### config.mk
export PLATFORM = sky130hd
export DESIGN_NAME = scan_chain_driver
export DESIGN_NICKNAME = d
export VERILOG_FILES = /design/src/rtl/scan_chain_driver.sv
export SDC_FILE = /design/constraint.sdc
export NUM_CORES = 1
export LEC_CHECK = 0
export CAP_MARGIN = 15
export CORE_MARGIN = 1.5
export CORE_UTILIZATION = 45
export CTS_BUF_LIST = sky130_fd_sc_hd__clkbuf_4
export CTS_CLUSTER_SIZE = 25
export DETAILED_ROUTE_END_ITERATION = 6
export PLACE_DENSITY = 0.7
export SLEW_MARGIN = 20
export SYNTH_ARGS = -nofsm -noshare
export SYNTH_HDL_FRONTEND = slang
export SYNTH_SLANG_ARGS = --single-unit
### constraint.sdc
create_clock -name CLK -period 6.8 [get_ports CLK]
set_input_delay 0.68 -clock CLK [delete_from_list [all_inputs] [get_ports CLK]]
set_output_delay 0.68 -clock CLK [all_outputs]
set_load 0.1 [all_outputs]
### src/rtl/scan_chain_driver.sv
// Scan chain driver: shifts a stimulus pattern into one scan chain, pulses a capture
// cycle, then unloads the response while counting mismatches against an expected vector.
module scan_chain_driver #(
  parameter int CHAIN_LEN = 16,
  parameter int CNT_W     = $clog2(CHAIN_LEN + 1)
) (
  input  logic                 CLK,
  input  logic                 CD,
  input  logic                 START,
  input  logic [CHAIN_LEN-1:0] PAT_IN,
  input  logic [CHAIN_LEN-1:0] EXP_IN,
  input  logic                 SO,
  output logic                 SE,
  output logic                 SI,
  output logic                 BUSY,
  output logic                 DONE,
  output logic                 FAIL,
  output logic [CNT_W-1:0]     MISMATCH_CNT,
  output logic [CHAIN_LEN-1:0] RESP_OUT
);

  localparam int IDX_W = $clog2(CHAIN_LEN);

  typedef enum logic [2:0] {IDLE, LOAD, CAPTURE, UNLOAD, FIN} state_t;

  state_t               state;
  logic [IDX_W-1:0]     cnt;
  logic [IDX_W-1:0]     cnt_nxt;
  logic                 last;
  logic [CHAIN_LEN-1:0] pat_sh;
  logic [CHAIN_LEN-1:0] exp_sh;
  logic [CNT_W-1:0]     mm_nxt;

  function automatic logic [CNT_W-1:0] sat_inc(input logic [CNT_W-1:0] v);
    return (v == CNT_W'(CHAIN_LEN)) ? v : v + 1'b1;
  endfunction

  assign cnt_nxt = cnt + 1'b1;
  assign last    = (cnt == IDX_W'(CHAIN_LEN - 1));
  assign mm_nxt  = (SO != exp_sh[cnt]) ? sat_inc(MISMATCH_CNT) : MISMATCH_CNT;

  // Shadows are pure data: captured on an accepted START, never reset.
  always_ff @(posedge CLK) begin
    if (state == IDLE && START) begin
      pat_sh <= PAT_IN;
      exp_sh <= EXP_IN;
    end
  end

  always_ff @(posedge CLK or posedge CD) begin
    if (CD) begin
      state        <= IDLE;
      SE           <= 1'b0;
      SI           <= 1'b0;
      BUSY         <= 1'b0;
      DONE         <= 1'b0;
      FAIL         <= 1'b0;
      MISMATCH_CNT <= '0;
      RESP_OUT     <= '0;
      cnt          <= '0;
    end else begin
      case (state)
        IDLE: begin
          SE   <= 1'b0;
          SI   <= 1'b0;
          DONE <= 1'b0;
          if (START) begin
            MISMATCH_CNT <= '0;
            RESP_OUT     <= '0;
            FAIL         <= 1'b0;
            cnt          <= '0;
            SE           <= 1'b1;
            SI           <= PAT_IN[0];
            BUSY         <= 1'b1;
            state        <= LOAD;
          end
        end
        // SI is registered, so the bit for the next LOAD cycle is selected one edge early.
        LOAD: begin
          if (last) begin
            SE    <= 1'b0;
            SI    <= 1'b0;
            cnt   <= '0;
            state <= CAPTURE;
          end else begin
            cnt <= cnt_nxt;
            SI  <= pat_sh[cnt_nxt];
          end
        end
        CAPTURE: begin
          SE    <= 1'b1;
          SI    <= 1'b0;
          state <= UNLOAD;
        end
        UNLOAD: begin
          RESP_OUT[cnt] <= SO;
          MISMATCH_CNT  <= mm_nxt;
          if (last) begin
            SE    <= 1'b0;
            DONE  <= 1'b1;
            FAIL  <= (mm_nxt != '0);
            cnt   <= '0;
            state <= FIN;
          end else begin
            cnt <= cnt_nxt;
          end
        end
        FIN: begin
          DONE  <= 1'b0;
          BUSY  <= 1'b0;
          state <= IDLE;
        end
        default: state <= IDLE;
      endcase
    end
  end

endmodule

**Word-level counts from Yosys, hierarchy flattened**

Cells that the tools add are included.

- Flip-flop bits (word level): 65
- Word-level logic and storage cells: 79
- Output and inout bits: 26

- Order comparisons: 3
- $add $sub $neg: 2
- Muxes and demuxes: 33
- Equality and inequality tests: 11
- Reduce and logical (&&, ||, !) cells: 19

Operators by type and width:

| operator | number |
|---|---|
| $pmux 16 s2 | 1 |
| $bwmux 16 | 1 |
| $mux 16 | 1 |
| $mux 5 | 3 |
| $pmux 3 s4 | 1 |
| $mux 1 | 11 |
| $lt 4x5->1 const B | 2 |
| $pmux 5 s2 | 1 |
| $reduce_and 2->1 | 5 |
| $mux 3 | 3 |
| $bmux 1 s4 | 2 |
| $mux 4 | 2 |
| $pmux 4 s2 | 1 |
| $reduce_bool 2->1 | 4 |
| $eq 3x2->1 const B | 2 |
| $ne 2x2->1 const B | 3 |
| $pmux 1 s2 | 3 |
| $pmux 1 s3 | 2 |
| $reduce_and 3->1 | 2 |
| $reduce_bool 3->1 | 2 |
| $add 5x1->5 const B | 1 |
| $eq 5x5->1 const B | 1 |
| $reduce_bool 5->1 | 1 |
| $add 4x1->4 const B | 1 |
| other kinds (10) | 12 |

**Longest topological paths before layout**

Gate-level depths: netlist of run 1.

- Depth in word-level cells: 7
- Mapped depth: 8

**Worst setup path before layout of run 1**

Ideal clock, no wire load.

- Path type: flip-flop to flip-flop
- Start point: register MISMATCH_CNT[2]
- End point: register MISMATCH_CNT[3]
- Setup time: 0.121 ns
- Path buffers: 1
- Setup slack: 4.405 ns
- Stages on the path, launching flop included: 7
- Data arrival time: 2.274 ns
- Period minus slack after synthesis: 2.395 ns
- Cell sequence: dfrtp_1 > buf_2 > nand3_1 > or4b_1 > nand3_1 > o21ai_0 > a22o_1

- Cells in the longest elaborated chain, start to end: 4
- Elaborated cells on any way between the ends: 5
- Those cells by class: add/sub: 1; eq/ne: 1; mux: 3

Ends and longest elaborated chain:

| item | line | text |
|---|---|---|
| from (decl) | 18 | `output logic [CNT_W-1:0] MISMATCH_CNT,` |
| from (signal assigned) | 97 | `MISMATCH_CNT <= mm_nxt;` |
| $add 5x1->5 or $eq 5x5->1 (tied branches) | 35 | `return (v == CNT_W'(CHAIN_LEN)) ? v : v + 1'b1;` |
| $mux 5 * | 35 |  |
| $mux 5 * | 40 | `assign mm_nxt = (SO != exp_sh[cnt]) ? sat_inc(MISMATCH_CNT) : MISMATCH_CNT;` |
| $pmux 5 s2 * | 62 | `case (state)` |

Every way passes the cells marked *; elsewhere a longest branch is shown, timed or not.
A chain may end at the register's enable or synchronous reset.

**Worst setup path after layout of run 1**

- Start point: register MISMATCH_CNT[3]
- End point: output port MISMATCH_CNT[3]

No word-level cell between the ends.

==> results of run 1 <==
==> routing by layer <==
layer  up-vias  routed length, um  share of wire (%)
li1       1093                  -                  -
met1      1032               2797                 47
met2        71               2803                 47
met3        11                291                4.9
met4         0                108                1.8
met5         -                  0                  0
==> sequential cells by signal (all words and copies together), names as in the netlist <==
signal,count
FAIL,1
DONE,1
SE,1
cnt,4
SI,1
state,3
MISMATCH_CNT,5
RESP_OUT,16
exp_sh,16
pat_sh,16
BUSY,1
==> per-stage QoR <==
stage	worst slack [ns]	area (um^2)	cells	utilization (%)	hold slack, ns
2_1_floorplan	4.405	3144	267	-	0.5330
3_3_place_gp	3.957	3725	389	55.13	0.4812
3_5_place_dp	3.860	3725	389	55.13	0.4757
4_1_cts	3.957	3884	405	57.48	0.4986
5_1_grt	3.818	3884	405	57.48	0.5068
6_report	3.958	3884	405	57.48	0.4904
==> path summary, 6_finish.rpt <==
path / to / slack, ns / cells past startpoint / from
worst max-delay path: MISMATCH_CNT[3] / 3.96 / 1 / MISMATCH_CNT[3]
worst min-delay path: RESP_OUT[11] / 0.49 / 2 / RESP_OUT[11]
worst max register to register: MISMATCH_CNT[3] / 4.01 / 6 / cnt[0]
worst min register to register: RESP_OUT[11] / 0.49 / 2 / RESP_OUT[11]
max in group asynchronous: SI / 5.82 / 3 / CD
min in group asynchronous: MISMATCH_CNT[0] / 0.66 / 3 / CD
==> cells in the mapped netlist, types with 3 or more instances <==
cell type / number
dfrtp_1: 33
edfxtp_1: 32
o21ai_1: 22
nand2_1: 20
a21oi_1: 18
nor2_1: 12
o21ai_0: 12
clkbuf_1: 11
mux2i_1: 11
nand3_1: 11
inv_1: 9
a31oi_1: 6
ha_1: 6
nand2b_1: 6
xor2_1: 5
buf_6: 4
mux4_1: 4
xnor2_1: 4
mux4_2: 3
nor2b_1: 3
nor3_1: 3
o32ai_1: 3
==> cell type report <==
| cell class | count | area [um^2] | share of cell area, % |
|---|---|---|---|
| Sequential cell | 65 | 1787 | 46.01 |
| Multi-Input combinational cell | 172 | 1182 | 30.44 |
| Timing Repair Buffer | 62 | 618.1 | 15.91 |
| Tap cell | 80 | 100.1 | 2.577 |
| Clock buffer | 12 | 90.09 | 2.320 |
| Clock inverter | 4 | 68.82 | 1.772 |
| Inverter | 10 | 37.54 | 0.9665 |
==> worst reg2reg max path, delay by kind of cell, from the launching register on <==
kind / cells / cell delay (ns)
AOI/OAI and AO/OA: 2 / 0.33
DFF: 1 / 0.89
muxes: 2 / 0.77
and+or+nand+nor: 2 / 0.70
==> cell families after synthesis <==
group	after synthesis	share of synthesized area, %
XOR/XNOR	9	2.507
buffers and inverters	30	5.571
AND/OR/NAND/NOR	67	10.66
adder cells (fa/ha/maj)	6	2.388
multiplexers	18	8.993
flip-flops	65	56.82
AO/OA/AOI/OAI	72	13.05
==> summary.txt, run 1 <==
Run status
  • Status: finished, final reports clean

Hold path
  • Worst hold-check path type: reg -> reg

Detailed routing
  • Vias: between 2000 and 2500
  • Initial DRC Count: 152
  • DRT Pass-1 Iters: 4
  • Total Routed Length: 6000 um
  • Wire per inst: ~15 um
  • Post-route DRC: 0
  • Vias/cell: 5.449
  • Remaining antenna violation count: 0

Timing
  • Final Cycle Share: a little over two fifths
  • Worst rel slew slack: 30.44%
  • FMAX: around 0.35 GHz
  • Setup tns final: 0 ns
  • RSZ-0062 raised after global routing: false
  • Final Critical Period: 2.842 ns
  • Final hold violation count: 0
  • Final setup viols: 0
  • Pins Over Slew Limit: 0
  • Worst-Margin Slew: a little over 1 ns
  • Clk_skew: around 0.016 ns

Final layout
  • Most common cell after layout, fill and taps aside: clkdlybuf4s50_1
  • Area delta synth->final: 23.52%
  • Total Nets Final: 362
  • # diodes: 0
  • Share of layout cells above drive strength 1: 7.692%
  • Fillers: just under 600
  • Commonest non-fill, non-tap cells in the layout: clkdlybuf4s50_1, dfrtp_1, edfxtp_1

Synthesis
  • Main synth FF type: dfrtp_1
  • Number of synthesized register bits: 65
  • Post-Syn Nets: between 300 and 400
  • Yosys Warn Count: 0
  • Post-synth EDFFs: 32
  • Sequential share of the synthesized area: 56.82%
  • Post-synthesis cell count: approximately 270
  • Yosys top cell area share: slightly above 30%
  • Syn Std Cell Area: 3144 um^2
  • Top post-synthesis cells by area: edfxtp_1, dfrtp_1, mux2i_1
  • Syn Area/Cell: between 10 and 15 um^2
  • Cell accounting for the most synthesized area: edfxtp_1
  • Netlist cell types: 44
  • Post-synthesis async set-or-reset flop share: around 51%

Critical path
  • Worst-path cell chain: clkdlybuf4s50_1
  • Setup crit end kind: output port
  • Worst path buffer plus inverter count: 1
  • Crit-path max cell delay: 1.20 ns
  • Crit Path Category: reg -> out
  • Worst Setup Start Kind: register
  • CP Max Fanout: 9
  • Critical-path top delay cell: clkdlybuf4s50_1
  • Crit path arrival time: around 2.2 ns
  • Critical Path RT: 6.12 ns
  • Delay-heaviest family, CP: buffers and inverters

Die
  • Initial core utilization: 46.54%
  • Ports: between 60 and 70
  • Die X-Extent: a little under 90 um
  • Row cnt: 30
  • Core Region: about 6800 um^2
  • Die area: 7498 um^2
  • Die height: 86.59 um

Global routing
  • Vias in the first global route: approximately 2100
  • GR Util met2: 27.56%
  • Met1 Usage GRT: between 20% and 30%
  • Grt total ovfl: 0
  • Initial antenna violation count: 0
  • GR peak layer: met2
  • Met3 Use GR: around 3.8%
  • GRT Util Overall: between 10% and 20%
  • Largest net degree at the start of global routing: 36
  • First-pass GRT wire length: 9887 um

Run
  • Max Cap Viol: 0

CTS
  • TritonCTS buffer count: 9
  • Post-cts sizing count: 0
  • CTS root buffer: clkbuf_4
  • Clk pin slew, worst setup/hold paths: ~0.10 ns
  • Hold buffer count at cts: 0
  • Number of post-CTS setup repair buffers: 0
  • Clock Path Buffers: 2
  • Clk_lat worst skew: around 0.4 ns
  • Number of clock sinks: 65
  • CTS tree: yes
  • Maximum level of the CTS H-tree: 3

Placed design
  • Detail Placement HPWL: between 4000 and 5000 um
  • Port Buffers: approximately 60
  • Final estimated routing congestion in global placement: around 0.8
Power of run 1 is left out: the tool's default activity adds up to more than one toggle a clock period on the data nets, which glitch-free logic cannot reach.
==> inputs of run 2 (changes only) <==
--- a/config.mk
+++ b/config.mk
@@ -11,7 +11,7 @@
 export CTS_BUF_LIST = sky130_fd_sc_hd__clkbuf_4
 export CTS_CLUSTER_SIZE = 25
 export DETAILED_ROUTE_END_ITERATION = 6
-export PLACE_DENSITY = 0.7
+export PLACE_DENSITY = 0.73
 export SLEW_MARGIN = 20
 export SYNTH_ARGS = -nofsm -noshare
 export SYNTH_HDL_FRONTEND = slang
==> constraint.sdc (replaced) <==
create_clock -name CLK -period 2.38 [get_ports CLK]
set_input_delay 0.238 -clock CLK [delete_from_list [all_inputs] [get_ports CLK]]
set_output_delay 0.238 -clock CLK [all_outputs]
set_load 0.1 [all_outputs]
==> summary.txt, run 2 (synthesized netlist as in run 1, its figures left out) <==
CTS
  • CTS root buffer: clkbuf_4
  • CTS tree: yes
  • Clock Path Buffers: 2
  • Clk pin slew, worst setup/hold paths: between 0.1 and 0.15 ns
  • Number of clock sinks: 65
  • TritonCTS buffer count: 9
  • Maximum level of the CTS H-tree: 3
  • Hold buffer count at cts: 0
  • Clk_lat worst skew: about 0.4 ns

Die
  • Row cnt: 30
  • Core Region: 6756 um^2
  • Ports: 62
  • Die X-Extent: a little under 90 um
  • Initial core utilization: between 40% and 50%
  • Die height: ~87 um
  • Die area: roughly 7500 um^2

Final layout
  • Share of layout cells above drive strength 1: between 20% and 30%
  • Commonest non-fill, non-tap cells in the layout: buf_4, clkdlybuf4s50_1, dfrtp_1, edfxtp_1, o21ai_1
  • Top flop regs: RESP_OUT (16), exp_sh (16), pat_sh (16)
  • # diodes: 0
  • Most common cell after layout, fill and taps aside: buf_4
  • Fin area: just under 4000 um^2
  • Area delta synth->final: 25.15%
  • Total Nets Final: between 300 and 400

Timing
  • Clk_skew: 0.01221 ns
  • Final setup viols: 0
  • Worst rel slew slack: between 50% and 60%
  • FMAX: around 0.44 GHz
  • Worst-Margin Slew: roughly 0.67 ns
  • Final hold violation count: 0
  • Final Critical Period: 2.273 ns
  • Pins Over Slew Limit: 0
  • RSZ-0062 raised after global routing: false
  • Final Cycle Share: approximately 96%
  • Setup tns final: 0 ns

Hold path
  • Worst hold-check path type: in -> async

Global routing
  • GRT Util Overall: between 15 and 20%
  • First-pass GRT wire length: 10340 um
  • Vias in the first global route: 2164
  • Grt total ovfl: 0
  • Largest net degree at the start of global routing: 35
  • Initial antenna violation count: 0

Detailed routing
  • Vias: 2250
  • Post-route DRC: 0
  • Remaining antenna violation count: 0
  • DRT Pass-1 Iters: 4
  • Total Routed Length: 6240 um
  • Vias/cell: ~5.4
  • Wire per inst: around 15 um
  • Initial DRC Count: roughly 140

Critical path
  • Critical Path RT: about 2.7 ns
  • Crit path arrival time: about 2.6 ns
  • Delay-heaviest family, CP: multiplexers
  • Critical-path top delay cell: mux4_2
  • Worst reg2reg path endpoint: MISMATCH_CNT[0]
  • Reg2reg start: cnt[0]
  • R2R Setup Slk: 0.11 ns
  • Worst R2R Path Depth: 7
  • CP Max Fanout: 12
  • Worst-path cell chain: buf_4 > mux2i_1 > mux4_2 > mux2i_2 > xnor2_2 > or4_1 > o211ai_1
  • Crit Path Category: reg -> reg
  • Worst Setup Start Kind: register
  • Setup crit end kind: register
  • Crit-path max cell delay: between 0.5 and 0.6 ns
  • Worst path buffer plus inverter count: 1

Placed design
  • Port Buffers: around 60
  • Placed inst area: 3751 um^2
  • Final estimated routing congestion in global placement: between 0.8 and 0.9
  • Detail Placement HPWL: ~4400 um

Run status
  • Status: finished, final reports clean

Run
  • Max Cap Viol: 0
run 2: worst max-delay path by stage:
stage / start / end / slack (ns) / cells past startpoint
after global placement: cnt[0] / MISMATCH_CNT[3] / 0.15 / 7
after global routing: cnt[0] / MISMATCH_CNT[0] / 0.009 / 7
after floorplan: MISMATCH_CNT[0] / MISMATCH_CNT[3] / 0.07 / 5
after CTS: cnt[0] / MISMATCH_CNT[0] / 0.09 / 7
after detailed placement: cnt[0] / MISMATCH_CNT[3] / 0.13 / 7
final: cnt[0] / MISMATCH_CNT[0] / 0.11 / 7
run 2: final cells by class:
cell class | instances | area [um^2]
clock buffer | 10 | 75.07
tap | 80 | 100.1
sequential | 65 | 1788
timing repair buffer | 75 | 650.6
clock inverter | 6 | 82.58
fill | 562 | 2821
multi-input combinational | 172 | 1201
inverter | 10 | 37.54
run 2: what timing repair did:
action                                  CTS  global route
resized for setup                         0             3
endpoints found under the setup margin    0             2
setup buffers                             0             1
run 2: tightest hold or removal path: stages:
cell and delay [ns]:
clkdlybuf4s50_1 0.40, inv_1 0.05, buf_4 0.37
run 2: metrics by stage:
stage | hold WS [ns] | setup slack, ns | util (%) | instances
after floorplan | 0.3369 | 0.06928 | - | 267
after global placement | 0.4678 | 0.1470 | 55.52 | 401
after detailed placement | 0.4769 | 0.1289 | 55.52 | 401
after CTS | 0.2260 | 0.09230 | 57.85 | 417
after global routing | 0.2554 | 0.008791 | 58.24 | 418
final | 0.2211 | 0.1071 | 58.24 | 418
run 2: routing by layer:
| layer | up-vias | track usage, % | wire length, um |
|---|---|---|---|
| met5 | - | 0 | 0 |
| met3 | 5 | 4.000 | 369 |
| met2 | 74 | 28.98 | 3009 |
| li1 | 1113 | - | - |
| met1 | 1058 | 24.13 | 2807 |
| met4 | 0 | 7.038 | 54 |
Power of run 2 is left out for the same reason.
==> inputs of run 3 (changes only) <==
--- a/config.mk
+++ b/config.mk
@@ -11,6 +11,7 @@
 export CTS_BUF_LIST = sky130_fd_sc_hd__clkbuf_4
 export CTS_CLUSTER_SIZE = 25
 export DETAILED_ROUTE_END_ITERATION = 6
+export GPL_TIMING_DRIVEN = 0
 export PLACE_DENSITY = 0.73
 export SLEW_MARGIN = 20
 export SYNTH_ARGS = -nofsm -noshare
==> summary.txt, run 3 (synthesized netlist as in run 1, its figures left out) <==
Timing
  • Worst-Margin Slew: 0.9664 ns
  • Pins Over Slew Limit: 0
  • Worst rel slew slack: a little over a third
  • Hold Slack: roughly 0.26 ns
  • Final hold violation count: 0
  • RSZ-0062 raised after global routing: true
  • FMAX: approximately 0.43 GHz
  • Final Critical Period: 2.334 ns
  • Final setup viols: 0
  • Clk_skew: 0.008151 ns
  • Final Cycle Share: 98.05%

Final layout
  • Fin cells: roughly 430
  • Finished Core Util: approximately 61%
  • Fin area: ~4000 um^2
  • Top flop regs: RESP_OUT (16), exp_sh (16), pat_sh (16)
  • # diodes: 0
  • Total Nets Final: between 300 and 400
  • Fillers: 581
  • Area delta synth->final: 30.04%
  • Share of layout cells above drive strength 1: about 14%
  • Commonest non-fill, non-tap cells in the layout: clkdlybuf4s50_1, dfrtp_1, edfxtp_1
  • Most common cell after layout, fill and taps aside: clkdlybuf4s50_1

Detailed routing
  • Vias/cell: 5.536
  • Initial DRC Count: ~180
  • Wire per inst: approximately 15 um
  • DRT Pass-1 Iters: 4
  • Remaining antenna violation count: 0
  • Vias: roughly 2400
  • Total Routed Length: around 6500 um
  • Post-route DRC: 0

Critical path
  • Setup crit end kind: register
  • R2R Setup Slk: roughly 0.046 ns
  • Reg2reg start: cnt[0]
  • Critical Path RT: roughly 2.7 ns
  • Worst R2R Path Depth: 7
  • Crit path arrival time: ~2.7 ns
  • Worst reg2reg path endpoint: MISMATCH_CNT[3]
  • Worst Setup Start Kind: register
  • Crit Path Category: reg -> reg
  • CP Max Fanout: 7

CTS
  • Clock Path Buffers: 2
  • Maximum level of the CTS H-tree: 3
  • Clk_lat worst skew: slightly above 0.4 ns
  • CTS tree: yes
  • Number of clock sinks: 65
  • Hold buffer count at cts: 0
  • Clk pin slew, worst setup/hold paths: 0.11 ns
  • CTS root buffer: clkbuf_4
  • TritonCTS buffer count: 9

Run
  • Max Cap Viol: 0

Die
  • Ports: between 60 and 70
  • Core Region: 6756 um^2
  • Die X-Extent: 86.59 um
  • Die area: 7498 um^2
  • Row cnt: 30
  • Initial core utilization: between 40% and 50%
  • Die height: between 80 and 90 um

Placed design
  • Dpl cells: about 400
  • Port Buffers: between 60 and 70
  • Placed inst area: 3856 um^2
  • Final estimated routing congestion in global placement: between 0.9 and 1
  • Detail Placement HPWL: 4655 um

Global routing
  • GRT Util Overall: 18.81%
  • Largest net degree at the start of global routing: 36
  • Vias in the first global route: ~2300
  • Grt total ovfl: 0
  • Initial antenna violation count: 0
  • First-pass GRT wire length: about 11000 um

Power and ir drop
  • PD cells: ~1500 nW/um^2
  • Pleak: ~1.6 nW
  • Internal power: between 3 and 4 mW
  • Gate power share: around 61%
  • Switching power: 3.066 mW
  • Sequential share of power: a little over a quarter
  • Maximum vdd ir drop: 0.5629 mV
  • Clock Power Share: 12.1%
  • Switch share: approximately half

Hold path
  • Worst hold-check path type: in -> async

Run status
  • Status: finished, final reports clean
==> run 3: worst max path at each step <==
| stage | slack [ns] | end | from | depth (start not counted) |
|---|---|---|---|---|
| after floorplan | 0.07 | MISMATCH_CNT[3] | MISMATCH_CNT[0] | 5 |
| after global placement | -0.16 | MISMATCH_CNT[1] | START | 7 |
| after detailed placement | -0.20 | RESP_OUT[13] | state[1] | 8 |
| after CTS | 0.007 | MISMATCH_CNT[3] | cnt[0] | 7 |
| after global routing | -0.03 | MISMATCH_CNT[0] | cnt[0] | 8 |
| final | 0.05 | MISMATCH_CNT[3] | cnt[0] | 7 |
==> run 3: per-layer routing <==
layer  part of all wire (%)  vias up  wire length, um  GRT usage (%)
li1                       -     1145                -              -
met1                     44     1122             2884          23.68
met2                     48       94             3108          30.75
met3                    5.4       14              348          4.190
met4                    2.3        0              146          9.238
met5                      0        -                0              0
==> run 3: power groups by stage <==
stage	clock, mW	combinational (mW)	sequential, mW
3_5_place_dp	0	3.55	1.64
4_1_cts	0.755	3.59	1.61
3_3_place_gp	0	3.50	1.63
5_1_grt	0.803	3.98	1.64
2_1_floorplan	0	1.55	2.82
6_report	0.736	3.73	1.61
==> run 3: final cells by class <==
| type | count | area [um^2] | share of cell area (%) |
|---|---|---|---|
| timing repair buffer | 66 | 650.6 | 15.91 |
| tap | 80 | 100.1 | 2.448 |
| buffer | 20 | 138.9 | 3.397 |
| multi-input combinational | 172 | 1230 | 30.08 |
| inverter | 10 | 42.54 | 1.040 |
| clock inverter | 7 | 71.32 | 1.744 |
| clock buffer | 9 | 67.56 | 1.652 |
| sequential | 65 | 1788 | 43.73 |
==> run 3: stage by stage <==
stage / setup slack, ns / total power [mW] / setup TNS [ns]
floorplan: 0.06928 / 4.369 / 0
global placement: -0.1640 / 5.127 / -1.333
detailed placement: -0.2035 / 5.192 / -1.793
CTS: 0.007486 / 5.956 / 0
global route: -0.02833 / 6.427 / -0.06138
finish: 0.04636 / 6.075 / 0
==> run 3: repair_timing <==
| action | CTS | global route |
|---|---|---|
| resized for setup | 3 | 12 |
| setup endpoints to repair | 15 | 16 |
| buffers inserted | 1 | 4 |
| endpoints found under the hold margin | 0 | 0 |
| pin swaps | 0 | 2 |
==> run 3: critical path: stages (launching register included) <==
cell	delay [ns]
dfrtp_1	0.41
buf_6	0.15
mux2i_1	0.13
mux4_2	0.56
or4b_4	0.56
nand3_4	0.12
o21ai_1	0.07
a22o_1	0.24
(Power assumes the default switching activity.)
